### src/rtl/byte_serializer.sv
// byte_serializer
// Accepts parallel words over a valid/ready handshake and buffers them in a
// small FIFO. It emits each word one bit per clock on bit_out, qualified by
// bit_valid. A pause input stalls the stream without losing or repeating a bit.
// GAP_CYCLES can insert idle cycles between consecutive words.
module byte_serializer #(
    parameter int unsigned DATA_W     = 8,     // word width, >= 2
    parameter int unsigned FIFO_DEPTH = 4,     // power of 2, >= 2
    parameter bit          MSB_FIRST  = 1'b1,  // 1: bit DATA_W-1 first, 0: bit 0 first
    parameter int unsigned GAP_CYCLES = 0      // idle cycles between words, 0..15
) (
    input  logic              clk,
    input  logic              reset,
    input  logic              in_valid,
    input  logic [DATA_W-1:0] in_data,
    output logic              in_ready,
    input  logic              pause,
    output logic              bit_out,
    output logic              bit_valid,
    output logic              word_done,
    output logic              busy
);

    localparam int unsigned       PTR_W    = $clog2(FIFO_DEPTH);
    localparam int unsigned       CNT_W    = $clog2(FIFO_DEPTH + 1);
    localparam int unsigned       BIT_W    = $clog2(DATA_W);
    localparam logic [CNT_W-1:0]  FULL_CNT = CNT_W'(FIFO_DEPTH);
    localparam logic [BIT_W-1:0]  LAST_IDX = BIT_W'(DATA_W - 1);
    localparam logic [3:0]        GAP_LOAD = 4'(GAP_CYCLES);

    typedef enum logic [1:0] {
        IDLE  = 2'd0,
        SHIFT = 2'd1,
        GAP   = 2'd2
    } state_e;

    // ------------------------------------------------------------------
    // Word FIFO
    // ------------------------------------------------------------------
    logic [DATA_W-1:0] mem_q [FIFO_DEPTH];
    logic [PTR_W-1:0]  wr_ptr_q;
    logic [PTR_W-1:0]  rd_ptr_q;
    logic [CNT_W-1:0]  count_q;
    logic              push;
    logic              pop;
    logic              fifo_nonempty;
    logic [DATA_W-1:0] head;

    // in_ready depends only on the registered count. A word cannot pass
    // through the FIFO in the same cycle it arrives.
    assign in_ready      = (count_q != FULL_CNT);
    assign push          = in_valid && in_ready;
    assign fifo_nonempty = (count_q != '0);
    assign head          = mem_q[rd_ptr_q];

    // FIFO storage: write the incoming word at the write pointer.
    // NOTE: the storage array has no reset. count_q and the pointers decide
    // which entries are live, so stale contents are never read. Leaving it
    // unreset lets the array map onto plain RAM or flops without reset.
    always_ff @(posedge clk) begin
        if (push) begin
            mem_q[wr_ptr_q] <= in_data;
        end
    end

    // FIFO bookkeeping. The pointers wrap naturally because the depth is a
    // power of 2. A push and a pop in the same cycle leave count unchanged.
    always_ff @(posedge clk or posedge reset) begin
        if (reset) begin
            wr_ptr_q <= '0;
            rd_ptr_q <= '0;
            count_q  <= '0;
        end else begin
            if (push) begin
                wr_ptr_q <= wr_ptr_q + PTR_W'(1);
            end
            if (pop) begin
                rd_ptr_q <= rd_ptr_q + PTR_W'(1);
            end
            case ({push, pop})
                2'b10:   count_q <= count_q + CNT_W'(1);
                2'b01:   count_q <= count_q - CNT_W'(1);
                default: count_q <= count_q;
            endcase
        end
    end

    // ------------------------------------------------------------------
    // Serializer FSM
    // ------------------------------------------------------------------
    state_e            state_q,     state_d;
    logic [DATA_W-1:0] shift_q,     shift_d;
    logic [BIT_W-1:0]  bit_cnt_q,   bit_cnt_d;
    logic [3:0]        gap_q,       gap_d;
    logic              bit_out_q,   bit_out_d;
    logic              bit_valid_q, bit_valid_d;
    logic              word_done_q, word_done_d;
    logic              start_word;

    // Next-state and output decode. bit_cnt_q is the index of the bit now
    // on bit_out. That bit is always emitted once before any pause takes
    // effect, so resuming moves straight to the following bit.
    // NOTE: every signal written here gets a default first. Without the
    // defaults, a path that skips an assignment would infer a latch.
    always_comb begin
        state_d     = state_q;
        shift_d     = shift_q;
        bit_cnt_d   = bit_cnt_q;
        gap_d       = gap_q;
        bit_out_d   = bit_out_q;
        bit_valid_d = 1'b0;
        word_done_d = 1'b0;
        start_word  = 1'b0;
        pop         = 1'b0;

        unique case (state_q)
            IDLE: begin
                if (fifo_nonempty && !pause) begin
                    start_word = 1'b1;
                end
            end

            SHIFT: begin
                if (!pause) begin
                    if (bit_cnt_q != LAST_IDX) begin
                        // Present the next bit of the current word.
                        bit_cnt_d   = bit_cnt_q + BIT_W'(1);
                        bit_valid_d = 1'b1;
                        word_done_d = (bit_cnt_d == LAST_IDX);
                        if (MSB_FIRST) begin
                            bit_out_d = shift_q[DATA_W-2];
                            shift_d   = shift_q << 1;
                        end else begin
                            bit_out_d = shift_q[1];
                            shift_d   = shift_q >> 1;
                        end
                    end else if (GAP_CYCLES != 0) begin
                        state_d = GAP;
                        gap_d   = GAP_LOAD;
                    end else if (fifo_nonempty) begin
                        // Back-to-back word with no idle bubble.
                        start_word = 1'b1;
                    end else begin
                        state_d = IDLE;
                    end
                end
            end

            GAP: begin
                // The final gap cycle acts like IDLE. A pause holds the counter.
                if (!pause) begin
                    if (gap_q > 4'd1) begin
                        gap_d = gap_q - 4'd1;
                    end else if (fifo_nonempty) begin
                        start_word = 1'b1;
                    end else begin
                        state_d = IDLE;
                    end
                end
            end

            default: begin
                state_d = IDLE;
            end
        endcase

        // Pop the head word and present its first bit.
        if (start_word) begin
            pop         = 1'b1;
            shift_d     = head;
            bit_cnt_d   = '0;
            bit_out_d   = MSB_FIRST ? head[DATA_W-1] : head[0];
            bit_valid_d = 1'b1;
            state_d     = SHIFT;
        end
    end

    // State and output registers. Reset aborts any word in flight.
    // NOTE: sequential state uses non-blocking assignments only, so every
    // register samples values from before the clock edge.
    always_ff @(posedge clk or posedge reset) begin
        if (reset) begin
            state_q     <= IDLE;
            shift_q     <= '0;
            bit_cnt_q   <= '0;
            gap_q       <= '0;
            bit_out_q   <= 1'b0;
            bit_valid_q <= 1'b0;
            word_done_q <= 1'b0;
        end else begin
            state_q     <= state_d;
            shift_q     <= shift_d;
            bit_cnt_q   <= bit_cnt_d;
            gap_q       <= gap_d;
            bit_out_q   <= bit_out_d;
            bit_valid_q <= bit_valid_d;
            word_done_q <= word_done_d;
        end
    end

    assign bit_out   = bit_out_q;
    assign bit_valid = bit_valid_q;
    assign word_done = word_done_q;
    assign busy      = fifo_nonempty || (state_q != IDLE);

endmodule

### config.mk
export PLATFORM = sky130hd
export DESIGN_NAME = byte_serializer
export DESIGN_NICKNAME = d
export VERILOG_FILES = /design/src/rtl/byte_serializer.sv
export SDC_FILE = /design/constraint.sdc
export NUM_CORES = 1
export LEC_CHECK = 0
export CAP_MARGIN = 20
export CORE_UTILIZATION = 35
export DETAILED_ROUTE_END_ITERATION = 6
export PLACE_DENSITY = 0.53
export SYNTH_ARGS = -nofsm -noshare
export SYNTH_HDL_FRONTEND = slang
export SYNTH_SLANG_ARGS = --single-unit
### constraint.sdc
create_clock -name clk -period 3.2 [get_ports clk]
set_clock_uncertainty 0.1 [all_clocks]
set_input_delay 0.8 -clock clk [delete_from_list [all_inputs] [get_ports clk]]
set_output_delay 0.8 -clock clk [all_outputs]
set_load 0.05 [all_outputs]
==> flow_summary.toml <==
[power]
leakagePower_uw = 0.00101
peakVddDrop_mv = 0.257
power.density_nw_per_um2 = 807
fin_total_pwr_uw = 2100

[finish]
layout.nets = 186
layout_common_cells = "edfxtp_1 (32), dfrtp_1 (21), clkdlybuf4s50_1 (16)"
syn_to_final_growth_pct = 14.1
final_common_cell = "edfxtp_1"
final_layout_size_suffix_gt1_share_pct = 13.3
n_antenna_cell = 0

[global_routing]
grt_overflow_total = 0
antenna_found_initial = 0
grt_pass1_vias = 1215
grt_first_pass_wirelength_um = 6470
track_usage_pct = 13.6
grt_max_degree = 22

[floorplanning]
die_area_um2 = 6840
rows = 29
die_h_um = 82.7
start_util_pct = 36.1
core_area_um2 = 6310
die_width_um = 82.7
ioPinCount = 17

[clocking]
clock_latency_ns = 0.31
cts_hold_buf = 0
cts_setup_buffers = 0
ctsResizeCount = 0
cts.path.max_buffers = 2
cts.clk_slew.worst_paths_ns = 0.09
cts_tree = "yes"
numCtsBuffers = 5
htreeDepth = 2
cts-root-buf = "clkbuf_8"
cts.sinks = 53

[worst_setup_path]
slowest_stage = "clkdlybuf4s50_1"
crit_arrival_ns = 1.91
startpoint_type = "flip-flop"
crit_chain = "or3b_4, clkdlybuf4s50_1"
worstPathMaxFanout = 6
cp_data_required_time_ns = 2.30
path_delay_family = "buffers and inverters"
slowest_delay_ns = 0.71
worst-path-buf-inv = 1
crit_type = "flip-flop to output port"
end_kind = "output port"

[synthesis]
syn_inst = 147
synth.distinct_cells = 30
synth-seq-area-share_pct = 65.2
avgSynthCellArea_um2 = 15.5
yosysWarnings = 0
synth_edf_count = 32
async_reset_ff_share_pct = 39.6
syn-num-nets = 168
ys.flop_type = "edfxtp_1"
syn_area_um2 = 2280
synth-seq-cells = 53

[timing]
fmax_mhz = 356
drv_slew = 0
tightest_slew_ns = 0.822
whs_ns = 0.411
setup_viol = 0
relSlewSlack_pct = 45.1
rsz0062_at_grt = "no"
period_share_pct = 87.9
post-route-min-period_ns = 2.81
finalSetupTns_ns = 0
hold_violations = 0

[hold_path]
hold_path_class = "flip-flop to flip-flop"

[flow_run]
drv_cap = 0

[route]
wire_per_inst_um = 16.4
first_pass_iters = 4
drt_iter0_drc = 87
drc = 0
via_per_inst = 5.08
vias = 1235
routed_wl_um = 3980
antenna_left = 0

[run_status]
status = "completed"

[placed_design]
dpl.hpwl_um = 2660
gp_congestion = 0.712
portBuffers = 16
cell usage after synthesis (2+ instances only):
| cell type | instances | area (um2) |
|---|---|---|
| o21ai_0 | 8 | 40.0 |
| mux4_2 | 8 | 180 |
| edfxtp_1 | 32 | 961 |
| nand2b_1 | 11 | 68.8 |
| a22o_1 | 2 | 17.5 |
| clkbuf_1 | 3 | 11.3 |
| inv_1 | 9 | 33.8 |
| a21o_1 | 2 | 15.0 |
| dfrtp_1 | 21 | 526 |
| and3_1 | 5 | 31.3 |
| a221o_1 | 7 | 70.1 |
| buf_2 | 2 | 10.0 |
| nor2_1 | 2 | 7.51 |
| ha_1 | 8 | 100 |
| xor2_1 | 4 | 35.0 |
| xnor2_1 | 2 | 17.5 |
| nand2_1 | 8 | 30.0 |
metal layers:
layer	GRT usage (%)	vias up	share of wire, %
li1	-	574	-
met1	16.7	631	46
met2	22.2	24	49
met3	3.96	6	3.4
met4	6.21	0	2.4
met5	0	-	0
path summary, 6_finish.rpt:
check / from / end / slack (ns) / cells past startpoint
max in group asynchronous: reset / wr_ptr_q[1]$_DFFE_PP0P_ / 1.64 / 2
worst max register to register: count_q[0]$_DFFE_PP0P_ / count_q[2]$_DFFE_PP0P_ / 0.85 / 9
min in group asynchronous: reset / shift_q[4]$_DFFE_PP0P_ / 0.84 / 2
worst min register to register: count_q[2]$_DFFE_PP0P_ / count_q[2]$_DFFE_PP0P_ / 0.41 / 1
worst max-delay path: count_q[0]$_DFFE_PP0P_ / in_ready / 0.39 / 2
worst min-delay path: count_q[2]$_DFFE_PP0P_ / count_q[2]$_DFFE_PP0P_ / 0.41 / 1
kinds of logic after synthesis:
family	after synthesis	synth area share (%)
AO/OA/AOI/OAI	20	6.64
XOR/XNOR	6	2.31
adder cells (fa/ha/maj)	9	5.27
buffers and inverters	16	3.07
flip-flops	53	65.2
multiplexers	10	9.00
AND/OR/NAND/NOR	33	8.51
report_power, final:
group | internal, uW | total [uW] | switching (uW) | leakage (uW)
clock network | 151 | 370 | 218 | 0.0000439
logic | 327 | 653 | 325 | 0.000413
registers | 922 | 1080 | 155 | 0.000553
total | 1400 | 2100 | 699 | 0.00101
cell type report:
class,count,area [um2]
clock buffer,5,68.8
clock inverter,3,17.5
multi-input combinational,78,723
fill,612,3710
timing repair buffer,18,175
sequential,53,1490
tap,77,96.3
inverter,9,33.8
registers in the layout, summed over array words and instances, names as in the netlist:
signal	flops
word_done	1
bit_out	1
state_q	1
bit_cnt_q	3
count_q	3
bit_valid	1
rd_ptr_q	2
wr_ptr_q	2
mem_q	32
shift_q	7
per-stage QoR:
step	instance area (um2)	instances	setup slack [ns]	utilization (%)
2_1_floorplan	2280	147	0.814	-
3_3_place_gp	2510	235	0.423	39.8
3_5_place_dp	2510	235	0.358	39.8
4_1_cts	2600	243	0.375	41.2
5_1_grt	2600	243	0.286	41.2
6_report	2600	243	0.389	41.2
No activity file was read; power rests on OpenSTA's default activity.
==> RTL change 1: new RTL, same settings <==
Re-encode `state_e` (3 states) as one-hot, 3 bits wide.
--- a/src/rtl/byte_serializer.sv
+++ b/src/rtl/byte_serializer.sv
@@ -28,10 +28,10 @@
     localparam logic [BIT_W-1:0]  LAST_IDX = BIT_W'(DATA_W - 1);
     localparam logic [3:0]        GAP_LOAD = 4'(GAP_CYCLES);
 
-    typedef enum logic [1:0] {
-        IDLE  = 2'd0,
-        SHIFT = 2'd1,
-        GAP   = 2'd2
+    typedef enum logic [2:0] {
+        IDLE  = 3'b001,
+        SHIFT = 3'b010,
+        GAP   = 3'b100
     } state_e;
 
     // ------------------------------------------------------------------
Function: no difference found for any inputs over 10 cycles, from zero or initial values and one cycle with reset high; not proved beyond that.
==> RTL change 1 against the unedited design <==
The flow now finishes with violations (design-rule violations). Wire length fell by 7.6%. Setup slack got worse by 0.043 ns. Combinational power rose by 30%. Fmax fell by 1.5%. Power rose by 12%. Sequential cell count rose by 1. First-iteration DRC count fell by 30%. Synthesized area rose by 3.5%. Design area rose by 3.4%. Critical path type is now in -> reg. Critical endpoint is now count_q[2]$_DFFE_PP0P_. Largest cell class unchanged.
==> RTL change 1: results (changes against the unedited design) <==
* Failing checks: design-rule violations
* First-pass GRT wire length at 6350 um (-1.9%)
* Net Switching at 0.000777 W (+11%)
* Status: finished with violations
* Pin count of the biggest net entering global routing at 23 (+4.5%)
* DRT met1 WL at 1620 um (-11%)
* Tot GR Track Use at 12.1% (-1.5 points)
* DRT iter0 DRCs at 61 (-30%)
* Met2 routed WL at 1910 um (-1.5%)
* Ranking of synthesized cells by area: edfxtp_1 41%, dfrtp_1 22%, mux4_2 7.6%
* Dpl hpwl at 2590 um (-2.6%)
* Worst VDD drop at 0.000222 V (-14%)
* Worst-margin pin slew at 0.833 ns (+0.0108 ns)
* Met2 Use GR at 20.2% (-2.0 points)
* Fraction of layout cells with a size suffix above 1 at 21.3% (+8.1 points)
* # fillers at 582 (-4.9%)
* Number of library cell types mapped by synthesis at 29 (-3.3%)
* Worst r2r src: state_q[0]$_DFFE_PP1P_
* Leakage power at 1.10 nW (+8.9%)
* Slowest cell delay on critical path at 0.56 ns (-0.15 ns)
* Via-to-Cell Ratio at 4.89 (-3.7%)
* Worst Path Max Fanout at 4 (-2)
* Met3 GRT Util at 3.26% (-0.69 points)
* Top cells by count, synth: 32 x edfxtp_1, 21 x dfrtp_1, 12 x inv_1
* CP arrival at 2.98 ns (+1.07 ns)
* Critical path's top delay family: simple AND/OR/NAND/NOR gates
* Sequential share of the synthesized area at 64.1% (-1.1 points)
* DRC viols at 2 (+2)
* Critical path startpoint: pause
* Routed WL at 3680 um (-7.6%)
* Combinational group share of total power at 36.3% (+5.2 points)
* FF-to-FF setup slack at 0.39 ns (-0.46 ns)
RTL change 1: changes by cell type after synthesis, sizes merged, moves of 2 or more:
| cell | before | now |
|---|---|---|
| mux2 | 1 | 16 |
| xnor2 | 2 | 4 |
| nand2b | 11 | 1 |
| o21ai | 8 | 1 |
| a21o | 2 | 0 |
| clkbuf | 3 | 1 |
| nand2 | 8 | 3 |
| ha | 8 | 10 |
| a22o | 2 | 0 |
| a221o | 7 | 0 |
| inv | 9 | 12 |
| nor2 | 2 | 6 |
RTL change 1: logic make-up (layout without fill, tap and decap cells):
kind of cell | after synthesis | in the layout | synth area share, %
adder cells (fa/ha/maj) | 11 | 11 | 6.15
multiplexers | 26 | 26 | 16.9
AO/OA/AOI/OAI | 4 | 4 | 1.11
flip-flops | 54 | 54 | 64.1
AND/OR/NAND/NOR | 24 | 24 | 5.89
XOR/XNOR | 7 | 7 | 2.60
buffers and inverters | 17 | 38 | 3.18
RTL change 1: layout make-up:
class,count,area [um^2],area share [%]
clock buffers,5,68.8,2.56
flip-flops and latches,54,1510,56.3
well taps,77,96.3,3.58
repair buffers,18,175,6.51
inverters,12,45.0,1.68
multi-input cells,72,771,28.7
clock inverters,3,20.0,0.745
RTL change 1: per-stage QoR:
step	setup WS, ns	util [%]	cells	hold slack, ns
after floorplan	0.339	-	143	0.374
after global placement	0.101	40.5	233	0.392
after detailed placement	0.0436	40.5	233	0.406
after CTS	0.344	41.9	241	0.425
after global routing	0.174	41.9	241	0.453
final	0.345	41.9	241	0.427
RTL change 1: worst register-to-register path, stage by stage (launching register included):
cell and delay (ns):
dfstp_2 0.55, inv_1 0.05, ha_1 0.30, or4_1 0.54, inv_1 0.15, ha_1 0.20, inv_1 0.06, fa_1 0.37
xor2_1 0.15, nor2_1 0.11, xor2_1 0.16
==> RTL change 2: new RTL, same flow settings <==
Made on the original files. The parameter `MSB_FIRST` goes from 1'b1 to 1'b0.
--- a/src/rtl/byte_serializer.sv
+++ b/src/rtl/byte_serializer.sv
@@ -6,7 +6,7 @@
 module byte_serializer #(
     parameter int unsigned DATA_W     = 8,     // word width, >= 2
     parameter int unsigned FIFO_DEPTH = 4,     // power of 2, >= 2
-    parameter bit          MSB_FIRST  = 1'b1,  // 1: bit DATA_W-1 first, 0: bit 0 first
+    parameter bit          MSB_FIRST  = 1'b0,  // 1: bit DATA_W-1 first, 0: bit 0 first
     parameter int unsigned GAP_CYCLES = 0      // idle cycles between words, 0..15
 ) (
     input  logic              clk,
Behaviour: not the same (a bounded check fails within 4 cycles, from zero or initial values and one cycle with reset high).
==> RTL change 2 against the unedited design <==
Synthesized area up 0.11%. Sequential cell count unchanged. Fmax up 0.35%. Wire length down 1.8%. Design area up 1.2%. Register-to-register slack better by 0.03 ns. Setup slack better by 0.0097 ns. Clock power up 23%. Power up 3.5%. Critical endpoint unchanged.
==> RTL change 2: results (changes against the unedited design) <==
* PortBufs at 16 (unchanged)
* Avg WL per Cell at 16.2 um (-1.4%)
* Max cap viols at 0 (unchanged)
* Placer congestion estimate at 0.727 (+2.2%)
* Root buf cell: clkbuf_8
* Post-synth ARST share at 39.6% (unchanged)
* Inserted Diodes at 0 (unchanged)
* Setup bufs post-CTS at 0 (unchanged)
* Number of CTS-inserted buffers at 5 (unchanged)
* Mapped Nets at 167 (-0.60%)
* Drt pass-1 iters at 4 (unchanged)
* Tot GR Track Use at 13.7% (+0.082 points)
* Post-synth EDFFs at 32 (unchanged)
* Final #Nets at 185 (-0.54%)
* Largest registers: mem_q (32), shift_q (8)
* Cts hold-fix bufs at 0 (unchanged)
* Sequential share of the synthesized area at 65.1% (-0.071 points)
* CTS Buffer Depth at 2 (unchanged)
* Status: completed
* Worst-margin pin slew at 0.825 ns (+0.00309 ns)
* CP arrival at 1.90 ns
* Dpl hpwl at 2650 um (-0.40%)
* Synth warn at 0 (unchanged)
* Worst VDD drop at 0.000283 V (+10%)
* Worst Path Max Fanout at 6 (unchanged)
* # fillers at 594 (-2.9%)
* Slowest cell delay on critical path at 0.71 ns (about the same)
* Fraction of layout cells with a size suffix above 1 at 13.3% (+0.080 points)
* CTS resizes at 0 (unchanged)
* Clk slew on worst S/H paths at 0.09 ns (about the same)
* Initial antenna violation count at 0 (unchanged)
* Ranking of synthesized cells by area: edfxtp_1 42%, dfrtp_1 23%, mux4_2 7.9%
* Number of library cell types mapped by synthesis at 30 (unchanged)
* Crit-path slowest cell: clkdlybuf4s50_1
* Path category of the worst min-delay check: reg -> reg
* Clk Latency, worst-skew pair at 0.31 ns (about the same)
* Pin count of the biggest net entering global routing at 22 (unchanged)
* Depth of the CTS H-tree at 2 (unchanged)
* Routed vias at 1229 (-0.49%)
* DRT iter0 DRCs at 91 (+4.6%)
* Top cells by count, synth: 32 x edfxtp_1, 21 x dfrtp_1, 11 x nand2b_1
* First-pass GRT wire length at 6530 um (+0.85%)
* Leakage power at 1.02 nW (+1.5%)
* Critical path's top delay family: buffers and inverters
==> RTL change 2: cell count changes after synthesis <==
cell,delta
buf_2,+1
nand2_1,-1
clkbuf_1,-1
o21ai_0,-1
mux2i_1,+1
==> RTL change 2: logic make-up (layout without fill, tap and decap cells) <==
group,count (synthesis),count (layout),synth area share [%]
flops,53,53,65.1
simple gates,32,32,8.33
compound gates,19,19,6.41
buf+inv,16,35,3.12
mux,11,11,9.43
fa+ha+maj,9,9,5.26
xor+xnor,6,6,2.30
==> RTL change 2: per-stage QoR <==
step                instance area (um^2)  total power, W  setup slack [ns]  hold WS (ns)  instances
floorplan                           2280         0.00157             0.814         0.374        146
global placement                    2520         0.00172             0.441         0.393        234
detailed placement                  2520         0.00175             0.388         0.397        234
CTS                                 2630         0.00221             0.351         0.422        242
global route                        2630         0.00232             0.277         0.442        242
finish                              2630         0.00217             0.398         0.414        242
==> RTL change 2: layout make-up <==
cell class | instances | area [um^2] | share of cell area (%)
clock buffers | 5 | 68.8 | 2.62
well taps | 77 | 96.3 | 3.66
multi-input cells | 77 | 724 | 27.5
flip-flops and latches | 53 | 1490 | 56.5
repair buffers | 18 | 175 | 6.66
clock inverters | 3 | 46.3 | 1.76
inverters | 9 | 33.8 | 1.28
==> RTL change 2: path summary, 6_finish.rpt <==
kind                                                to  slack (ns)  cells after the start                startpoint
worst max-delay path                          in_ready        0.40                      2    count_q[0]$_DFFE_PP0P_
worst min-delay path            shift_q[7]$_DFFE_PP0P_        0.41                      1    shift_q[7]$_DFFE_PP0P_
worst max register to register  count_q[2]$_DFFE_PP0P_        0.88                     10  bit_cnt_q[1]$_DFFE_PP0P_
worst min register to register  shift_q[7]$_DFFE_PP0P_        0.41                      1    shift_q[7]$_DFFE_PP0P_
max in group asynchronous       shift_q[7]$_DFFE_PP0P_        1.64                      2                     reset
min in group asynchronous       shift_q[4]$_DFFE_PP0P_        0.85                      2                     reset
==> RTL change 2: worst reg2reg max path, stage by stage, from the launching register on <==
cell,delay [ns]
dfrtp_1,0.39
ha_1,0.16
ha_1,0.18
nor2b_1,0.09
nor3_1,0.25
ha_1,0.24
inv_1,0.06
fa_1,0.37
xor2_1,0.15
nor2_1,0.12
xor2_1,0.15
==> RTL change 2: metal layers <==
layer  global-route usage (%)  vias up  wire length, um
met1                     17.7      641             1860
met5                        0        -                0
met3                     3.96        5              112
met2                     21.6       14             1860
li1                         -      569                -
met4                     5.69        0               81
==> RTL change 2: where the power goes <==
group / leakage [nW] / total, W / switching, W / internal (W)
Combinational: 0.418 / 0.000640 / 0.000317 / 0.000323
Sequential: 0.553 / 0.00108 / 0.000155 / 0.000922
Clock: 0.0543 / 0.000456 / 0.000222 / 0.000234
Total: 1.02 / 0.00217 / 0.000694 / 0.00148
